==> src/rtl/led_display_scheduler.sv <==
// led_display_scheduler
//   Round-robin scheduler that shares one LED bank between NUM_SRC status sources.
//   A pending source is granted from IDLE. For the one LOAD cycle that follows, the
//   scheduler raises o_led_en and o_src_ack. It then holds the pattern for HOLD_CYCLES
//   unfrozen cycles before it returns to IDLE.
// Ports
//   clk          system clock
//   rst_n        asynchronous active-low reset
//   i_src_req    per-source level request
//   i_src_value  packed source values, source i at [i*LED_WIDTH +: LED_WIDTH]
//   i_freeze     no new grants and hold counter stalls while high
//   o_src_ack    one-hot, one-cycle acknowledge to the granted source
//   o_led_en     one-cycle load strobe for the downstream LED latch
//   o_led_value  value captured at grant time
//   o_cur_src    index of the last granted source
//   o_busy       high in LOAD and HOLD
module led_display_scheduler #(
  parameter int unsigned LED_WIDTH   = 8,
  parameter int unsigned NUM_SRC     = 4,
  parameter int unsigned HOLD_CYCLES = 50000000,
  parameter int unsigned IDX_W       = 2
) (
  input  logic                           clk,
  input  logic                           rst_n,
  input  logic [NUM_SRC-1:0]             i_src_req,
  input  logic [NUM_SRC*LED_WIDTH-1:0]   i_src_value,
  input  logic                           i_freeze,
  output logic [NUM_SRC-1:0]             o_src_ack,
  output logic                           o_led_en,
  output logic [LED_WIDTH-1:0]           o_led_value,
  output logic [IDX_W-1:0]               o_cur_src,
  output logic                           o_busy
);

  localparam int unsigned CNT_W = (HOLD_CYCLES > 1) ? $clog2(HOLD_CYCLES) : 1;

  typedef enum logic [1:0] {StIdle, StLoad, StHold} state_e;

  state_e               r_state, w_state_d;
  logic [CNT_W-1:0]     r_cnt, w_cnt_d;
  logic [IDX_W-1:0]     r_cur, w_cur_d;
  logic [LED_WIDTH-1:0] r_led_value, w_led_value_d;
  logic [NUM_SRC-1:0]   r_src_ack, w_src_ack_d;
  logic                 r_led_en, w_led_en_d;
  logic                 r_busy, w_busy_d;

  logic                 w_found;
  logic [IDX_W-1:0]     w_pick;
  logic [IDX_W-1:0]     w_cand;

  // Search ptr+1, ptr+2, ... modulo NUM_SRC; the first requester found wins, which
  // puts the last granted source at lowest priority.
  always_comb begin
    w_found = 1'b0;
    w_pick  = '0;
    w_cand  = '0;
    for (int unsigned k = 1; k <= NUM_SRC; k++) begin
      w_cand = IDX_W'((32'(r_cur) + k) % NUM_SRC);
      if (!w_found && i_src_req[w_cand]) begin
        w_found = 1'b1;
        w_pick  = w_cand;
      end
    end
  end

  always_comb begin
    w_state_d     = r_state;
    w_cnt_d       = r_cnt;
    w_cur_d       = r_cur;
    w_led_value_d = r_led_value;
    w_led_en_d    = 1'b0;
    w_src_ack_d   = '0;
    case (r_state)
      StIdle: begin
        if (!i_freeze && w_found) begin
          w_state_d     = StLoad;
          w_cur_d       = w_pick;
          w_led_value_d = i_src_value[32'(w_pick) * LED_WIDTH +: LED_WIDTH];
          w_led_en_d    = 1'b1;
          w_src_ack_d   = NUM_SRC'(1) << w_pick;
        end
      end
      // LOAD ignores i_freeze so the strobe is never stretched.
      StLoad: begin
        w_state_d = StHold;
        w_cnt_d   = CNT_W'(HOLD_CYCLES - 1);
      end
      StHold: begin
        if (!i_freeze) begin
          if (r_cnt == '0) begin
            w_state_d = StIdle;
          end else begin
            w_cnt_d = r_cnt - CNT_W'(1);
          end
        end
      end
      default: w_state_d = StIdle;
    endcase
    w_busy_d = (w_state_d != StIdle);
  end

  always_ff @(posedge clk or negedge rst_n) begin
    if (!rst_n) begin
      r_state     <= StIdle;
      r_cnt       <= '0;
      r_cur       <= IDX_W'(NUM_SRC - 1);
      r_led_value <= '0;
      r_led_en    <= 1'b0;
      r_src_ack   <= '0;
      r_busy      <= 1'b0;
    end else begin
      r_state     <= w_state_d;
      r_cnt       <= w_cnt_d;
      r_cur       <= w_cur_d;
      r_led_value <= w_led_value_d;
      r_led_en    <= w_led_en_d;
      r_src_ack   <= w_src_ack_d;
      r_busy      <= w_busy_d;
    end
  end

  assign o_src_ack   = r_src_ack;
  assign o_led_en    = r_led_en;
  assign o_led_value = r_led_value;
  assign o_cur_src   = r_cur;
  assign o_busy      = r_busy;

endmodule

==> config.mk <==
export PLATFORM = sky130hd
export DESIGN_NAME = led_display_scheduler
export DESIGN_NICKNAME = d
export VERILOG_FILES = /design/src/rtl/led_display_scheduler.sv
export SDC_FILE = /design/constraint.sdc
export NUM_CORES = 1
export LEC_CHECK = 0
export ABC_AREA = 1
export CAP_MARGIN = 25
export CORE_MARGIN = 2
export CORE_UTILIZATION = 40
export CTS_BUF_LIST = sky130_fd_sc_hd__clkbuf_8 sky130_fd_sc_hd__clkbuf_16
export DETAILED_ROUTE_END_ITERATION = 10
export GPL_ROUTABILITY_DRIVEN = 0
export PLACE_DENSITY = 0.61
export SYNTH_ARGS = -nofsm -noshare
export SYNTH_HDL_FRONTEND = slang
export SYNTH_SLANG_ARGS = --single-unit
export TNS_END_PERCENT = 20
==> constraint.sdc <==
create_clock -name clk -period 5.5 [get_ports clk]
set_clock_uncertainty 0.15 [all_clocks]
set_input_delay 0.55 -clock clk [delete_from_list [all_inputs] [get_ports clk]]
set_output_delay 0.55 -clock clk [all_outputs]
set_load 0.01 [all_outputs]
# ---- After elaboration in Yosys (flattened, before gate mapping)
# Index checks and enable logic that the tools add are counted.
dict set report totals {
  ff_bits 44
  in_bits 39
  out_inout_bits 16
  wordCells 63
}
dict set report op_classes {
  reduce_logical 14
  n_eq_ne 4
  mux 27
  n_lt_le_gt_ge 4
  n_shift 2
  n_addsub 5
}
# operator n
set ops {}
lappend ops {{two-way mux 26 bit} 2}
lappend ops {{case mux 26 bit (2 select lines)} 1}
lappend ops {{indexed part select 32 x 6 -> 8 bit} 1}
lappend ops {{logical NOT 26 bit} 1}
lappend ops {{subtractor 26 x 1 -> 26 bit (second input constant)} 1}
lappend ops {{two-way mux 2 bit} 7}
lappend ops {{less-than comparator 2 x 3 -> 1 bit (second input constant)} 4}
lappend ops {{two-way mux 1 bit} 10}
lappend ops {{binary-select mux 1 bit (select 2 bit)} 4}
lappend ops {{two-way mux 4 bit} 2}
lappend ops {{case mux 2 bit (3 select lines)} 1}
lappend ops {{adder 2 x 1 -> 2 bit (second input constant)} 2}
lappend ops {{adder 2 bit (second input constant)} 2}
lappend ops {{logical AND 1 bit} 4}
lappend ops {{logical NOT 1 bit} 4}
lappend ops {{inequality test 2 bit (second input constant)} 2}
lappend ops {{nonzero test 2 bit} 2}
lappend ops {{left shift 1 x 2 -> 4 bit (first input constant)} 1}
lappend ops {{AND reduction 3 bit} 1}
lappend ops {{== test 2 x 1 -> 1 bit (second input constant)} 1}
lappend ops {{== test 2 bit (second input constant)} 1}
lappend ops {{logical NOT 2 bit} 1}
lappend ops {{AND reduction 2 bit} 1}

# ---- Depth between registers and ports, before layout
dict set report depth {
  word_depth 17
  ltp_mapped 16
  mapped_depth_nobuf 14
}

# ---- Worst setup path before layout
# Ideal clock, no wire load.
dict set report synth_timing {
  kind {flip-flop to flip-flop}
  startpoint {register r_cur[0], in the netlist o_cur_src[0]}
  endpoint {register r_led_value[5], in the netlist o_led_value[5]}
  arrival_time_ps 1710
  stages_incl_launch_ff 16
  required_time_ps 5234
  setup_ps 116
  n_path_buf 2
  setup_slack_ps 3524
  period_less_slack_ps 1976
  path_cell_list {dfstp_2 buf_6 inv_6 nand2_1 nand2_1 nand2_2 nand2_4 nor2_4 nand3_4 nand3_4 buf_6 nand2_1 nand3_1 nand2_1 nand2_1 nand2_1}
}
dict set report synth_between {
  elab_chain_cells 15
  word_cells_on_any_way 29
  classes_between {add/sub: 4; shift: 1; mux: 16; reduce/logical: 8}
}
# element line
set synth_rtl {}
lappend synth_rtl {{from (decl)} 41} ;# logic [IDX_W-1:0] r_cur, w_cur_d;
lappend synth_rtl {{from (signal assigned)} 106} ;# r_cur <= IDX_W'(NUM_SRC - 1);
lappend synth_rtl {{from (signal assigned)} 114} ;# r_cur <= w_cur_d;
lappend synth_rtl {{parallel branches: the longest is 15 deep, another holds adder 2 x 1 -> 2 bit} --}
lappend synth_rtl {{to (signal assigned)} 115} ;# r_led_value <= w_led_value_d;
lappend synth_rtl {{to (decl)} 42} ;# logic [LED_WIDTH-1:0] r_led_value, w_led_value_d;
# Several ways; the timed one is not identified. The select of a mux whose other input is x is not followed.
# A chain may end at the register's enable or synchronous reset.

# ---- Final worst setup path
dict set report layout_timing {
  startpoint {register r_cur[0], in the netlist o_cur_src[0]}
  endpoint {register r_src_ack[3], in the netlist o_src_ack[3]}
}
dict set report layout_between {
  elab_chain_cells 16
  word_cells_on_any_way 30
  classes_between {add/sub: 4; shift: 1; mux: 18; reduce/logical: 7}
}
# element line
set layout_rtl {}
lappend layout_rtl {{adder 2 x 1 -> 2 bit} 58} ;# w_cand = IDX_W'((32'(r_cur) + k) % NUM_SRC);
lappend layout_rtl {{binary-select mux 1 bit (select 2 bit)} 59} ;# if (!w_found && i_src_req[w_cand]) begin
lappend layout_rtl {{two-way mux 1 bit (implied by the code)} 59}
lappend layout_rtl {{two-way mux 1 bit} 59}
lappend layout_rtl {{logical NOT 1 bit} 59}
lappend layout_rtl {{logical AND 1 bit} 59}
lappend layout_rtl {{two-way mux 1 bit} 59}
lappend layout_rtl {{logical NOT 1 bit} 59}
lappend layout_rtl {{logical AND 1 bit} 59}
lappend layout_rtl {{two-way mux 1 bit} 59}
lappend layout_rtl {{logical NOT 1 bit} 59}
lappend layout_rtl {{logical AND 1 bit} 59}
lappend layout_rtl {{two-way mux 2 bit / two-way mux 1 bit (equally long branches)} 59}
lappend layout_rtl {{left shift 1 x 2 -> 4 bit / logical AND 1 bit (equally long branches)} {80, 75}}
lappend layout_rtl {{two-way mux 4 bit *} 75} ;# if (!i_freeze && w_found) begin
lappend layout_rtl {{two-way mux 4 bit *} 73} ;# case (r_state)
lappend layout_rtl {{net w_src_ack_d[3]} 43} ;# logic [NUM_SRC-1:0] r_src_ack, w_src_ack_d;
lappend layout_rtl {{to (signal assigned)} 117} ;# r_src_ack <= w_src_ack_d;
lappend layout_rtl {{to (decl)} 43}
# Mark *: on every way through the listed nets, which the timed path passes. The rest lies on a longest branch. The select of a mux whose other input is x is not followed.

==> out/results.tsv <==
stage	metric	value	unit
outcome	outcome	complete, no violations	
grt	first_global_vias	2779	
cts	insertion_delay	0.30	ns
pwr	power_density	573	nW/um^2
cts	ctsHtreeMaxLevel	2	
detailed_routing	vias	2904	
detailed_routing	first_pass_iters	4	
timing	setup_tns	0	ns
die	dieArea	8350	sq um
worst_setup_path	crit_type	register to register	
timing	maxSlewViolCount	0	
worst_setup_path	r2r-end	o_src_ack[3]$_DFF_PN0_	
detailed_routing	wl_per_cell	12.3	microns
cts	cts_made_buffers	5	
pwr	clkPwrFrac	0.118	
cts	postCtsSetupBuffers	0	
grt	grt.overflow.total	0	
detailed_routing	drc_errors	0	
timing	rsz0062_at_grt	no	
grt	grt_max_degree	45	
cts	cts_buffer_depth	2	
cells_and_area	layout.cells.non_filler	604	
die	ios	55	
cells_and_area	antenna_cells	0	
logic_synthesis	netlist-cell-type-count	31	
worst_setup_path	critPathMaxStageDelay	0.70	ns
logic_synthesis	synth_ff_type	dfrtp_1	
cts	clock_sinks	44	
cells_and_area	multiInputGateArea	1590	sq um
timing	hold_violations	0	
timing	fin_crit_sh	0.478	
worst_setup_path	cp_slowest_cell	dfstp_2	
logic_synthesis	synth_cells	455	
run	cap_violations	0	
worst_setup_path	regToRegStartpoint	o_cur_src[0]$_DFFE_PN1P_	
worst_setup_path	ff2ff_setup_slack	2.87	ns
pwr	net-switching-power	1.08	mW
cts	clk_pin_slew	0.09	ns
place	port_buffers	54	
place	dp_hpwl	5570	microns
cells_and_area	num-fill-cells	728	
place	dp.cells	595	
logic_synthesis	yosys_warnings	0	
detailed_routing	routed_wirelength	7420	microns
cells_and_area	num-nets-final	545	
worst_setup_path	cp-start-kind	register	
grt	grt_pass1_wl	12800	microns
cts	cts_root_buffer	clkbuf_8	
pwr	sw_frac_of_total	0.502	
die	die_w	91.4	microns
worst_setup_path	crit_chain	inv_6, nand2_1, nand2_1, nand2_2, nand2_4, nor2_4, nand3_4, nand2_1, inv_2, nand2_2, inv_1, nand2_1, nor2_1	
worst_setup_path	end_kind	register	
die	core	7330	sq um
logic_synthesis	synth-seq-cells	44	
pwr	comb_power_share	0.618	
logic_synthesis	synthesis.nets	496	
logic_synthesis	synth_edf_count	0	
timing	worst_pin_slew	0.895	ns
cts	hold_buffers	0	
die	initial_core_util	0.416	
cells_and_area	seq_area	1100	sq um
logic_synthesis	synthArstFlopShare	1.00	
place	placed_area	3630	sq um
timing	slew_headroom	0.403	
timing	timing.fmax	0.381	GHz
die	fp.dieH	91.4	microns
pwr	p_leak	1.91	nW
logic_synthesis	syn_area	3050	sq um
logic_synthesis	synth_area_per_cell	6.71	sq um
timing	fin_ws	2.87	ns
worst_setup_path	arrival	2.63	ns
worst_setup_path	critPathMostFrequentCell	nand2_1	
worst_setup_path	crit_path_max_fanout	18	
worst_setup_path	r2r_cells	13	
detailed_routing	drt_iter0_markers	156	
cells_and_area	final_area	3770	sq um
pwr	ir_worst_vdd	203	uV
die	rows	31	
pwr	internal-power	1.08	mW
timing	min_period	2.63	ns
min_path	hold_class	primary input to asynchronous set/reset pin	
detailed_routing	vias_per_cell	4.81	
detailed_routing	drt.antenna.violating_nets	0	
cts	cts_resized	0	
logic_synthesis	seq_area_frac_synth	0.361	
grt	antenna_found_initial	0	
timing	setup_violations	0	
worst_setup_path	required	5.51	ns
cells_and_area	syn2layout_area_growth	23.5	%
place	pre_cts_ws	2.58	ns
grt	grt_use_total	0.185	
cells_and_area	drive_above_1_share	0.0792	
cts	tritoncts	yes	
pwr	seq_power_share	0.264	
## how the worst max path moves through the flow
stage | start | endpoint | slack [ns] | cells after the start
after detailed placement | i_src_req[0] | o_src_ack[1]$_DFF_PN0_ | 2.58 | 13
after global placement | i_src_req[0] | o_src_ack[3]$_DFF_PN0_ | 2.57 | 13
final | o_cur_src[0]$_DFFE_PN1P_ | o_src_ack[3]$_DFF_PN0_ | 2.87 | 13
after global routing | o_cur_src[0]$_DFFE_PN1P_ | o_src_ack[3]$_DFF_PN0_ | 2.57 | 13
after CTS | o_cur_src[0]$_DFFE_PN1P_ | o_src_ack[3]$_DFF_PN0_ | 2.85 | 13
after floorplan | o_cur_src[0]$_DFFE_PN1P_ | o_led_value[5]$_DFFE_PN0P_ | 3.52 | 15
## per-stage QoR
step | total power, mW | hold WS (ns) | util
2_1_floorplan | 1.60 | 0.104 | -
3_3_place_gp | 1.90 | 0.319 | 0.495
3_5_place_dp | 1.92 | 0.315 | 0.495
4_1_cts | 2.19 | 0.293 | 0.511
5_1_grt | 2.40 | 0.115 | 0.514
6_report | 2.16 | 0.0640 | 0.514
## cell usage in the layout, fill, tap and decap left out
| cell type | count |
|---|---|
| buf_16 | 1 |
| nor3_1 | 2 |
| nand3_4 | 2 |
| nor2_4 | 1 |
| and3_1 | 1 |
| a21oi_1 | 3 |
| o21ai_1 | 8 |
| nor2_2 | 2 |
| xor2_1 | 15 |
| inv_6 | 1 |
| buf_2 | 1 |
| nand2_4 | 3 |
| inv_2 | 3 |
| clkinv_4 | 2 |
| nand3_1 | 56 |
| o31ai_1 | 3 |
| o21ai_0 | 31 |
| dfstp_2 | 2 |
| nand2_1 | 122 |
| ha_1 | 2 |
| nand3_2 | 2 |
| o21ai_2 | 1 |
| nand4_1 | 7 |
| clkbuf_8 | 5 |
| bufinv_16 | 1 |
| inv_1 | 68 |
| nor2_1 | 51 |
| or2_2 | 2 |
| clkdlybuf4s50_1 | 53 |
| nand2_2 | 11 |
| dfrtp_1 | 42 |
| nand3b_1 | 1 |
## final cells by class
cell class              instances  area share
clock buffers                   5      0.0182
well taps                      99      0.0328
repair buffers                 55       0.149
inverters                      72      0.0730
flip-flops and latches         44       0.293
multi-input cells             326       0.421
clock inverters                 3      0.0126
## state kept, by name, indices dropped and copies added, names as in the netlist
signal and count:
o_led_value 8, o_src_ack 4, r_state 2, r_cnt 26, o_cur_src 2, o_led_en 1
o_busy 1
## power by group through the flow
stage          Clock, mW  Sequential [mW]  Combinational [mW]
2_1_floorplan          0            0.568                1.03
3_3_place_gp           0            0.576                1.32
3_5_place_dp           0            0.575                1.35
4_1_cts            0.262            0.570                1.35
5_1_grt            0.275            0.591                1.54
6_report           0.255            0.571                1.34
## per-layer routing
layer | vias up | GRT usage | part of all wire
li1 | 1513 | - | -
met1 | 1333 | 0.259 | 0.48
met2 | 53 | 0.310 | 0.47
met3 | 5 | 0.0274 | 0.040
met4 | 0 | 0.0303 | 0.0063
met5 | - | 0 | 0
## worst max-delay path: cells and delay by family, from the launching register on
kind | cells | cell delay (ns)
simple gates | 10 | 1.23
buf+inv | 3 | 0.39
flops | 1 | 0.70
## synthesized netlist by cell type (4+ instances only)
cell type	count	area share
o21ai_1	8	0.013
nand2_1	122	0.15
inv_1	68	0.084
nand2_2	11	0.023
buf_2	4	0.0066
nand3_1	56	0.092
buf_6	4	0.015
nand4_1	7	0.014
o21ai_0	31	0.051
dfrtp_1	42	0.34
nor2_1	51	0.063
xor2_1	15	0.043
## cell families after synthesis
group / synth area share
XOR/XNOR: 0.0430
flip-flops: 0.361
AND/OR/NAND/NOR: 0.390
buffers and inverters: 0.118
AO/OA/AOI/OAI: 0.0791
adder cells (fa/ha/maj): 0.00820
Note: power is estimated with default switching activity, not from simulation.
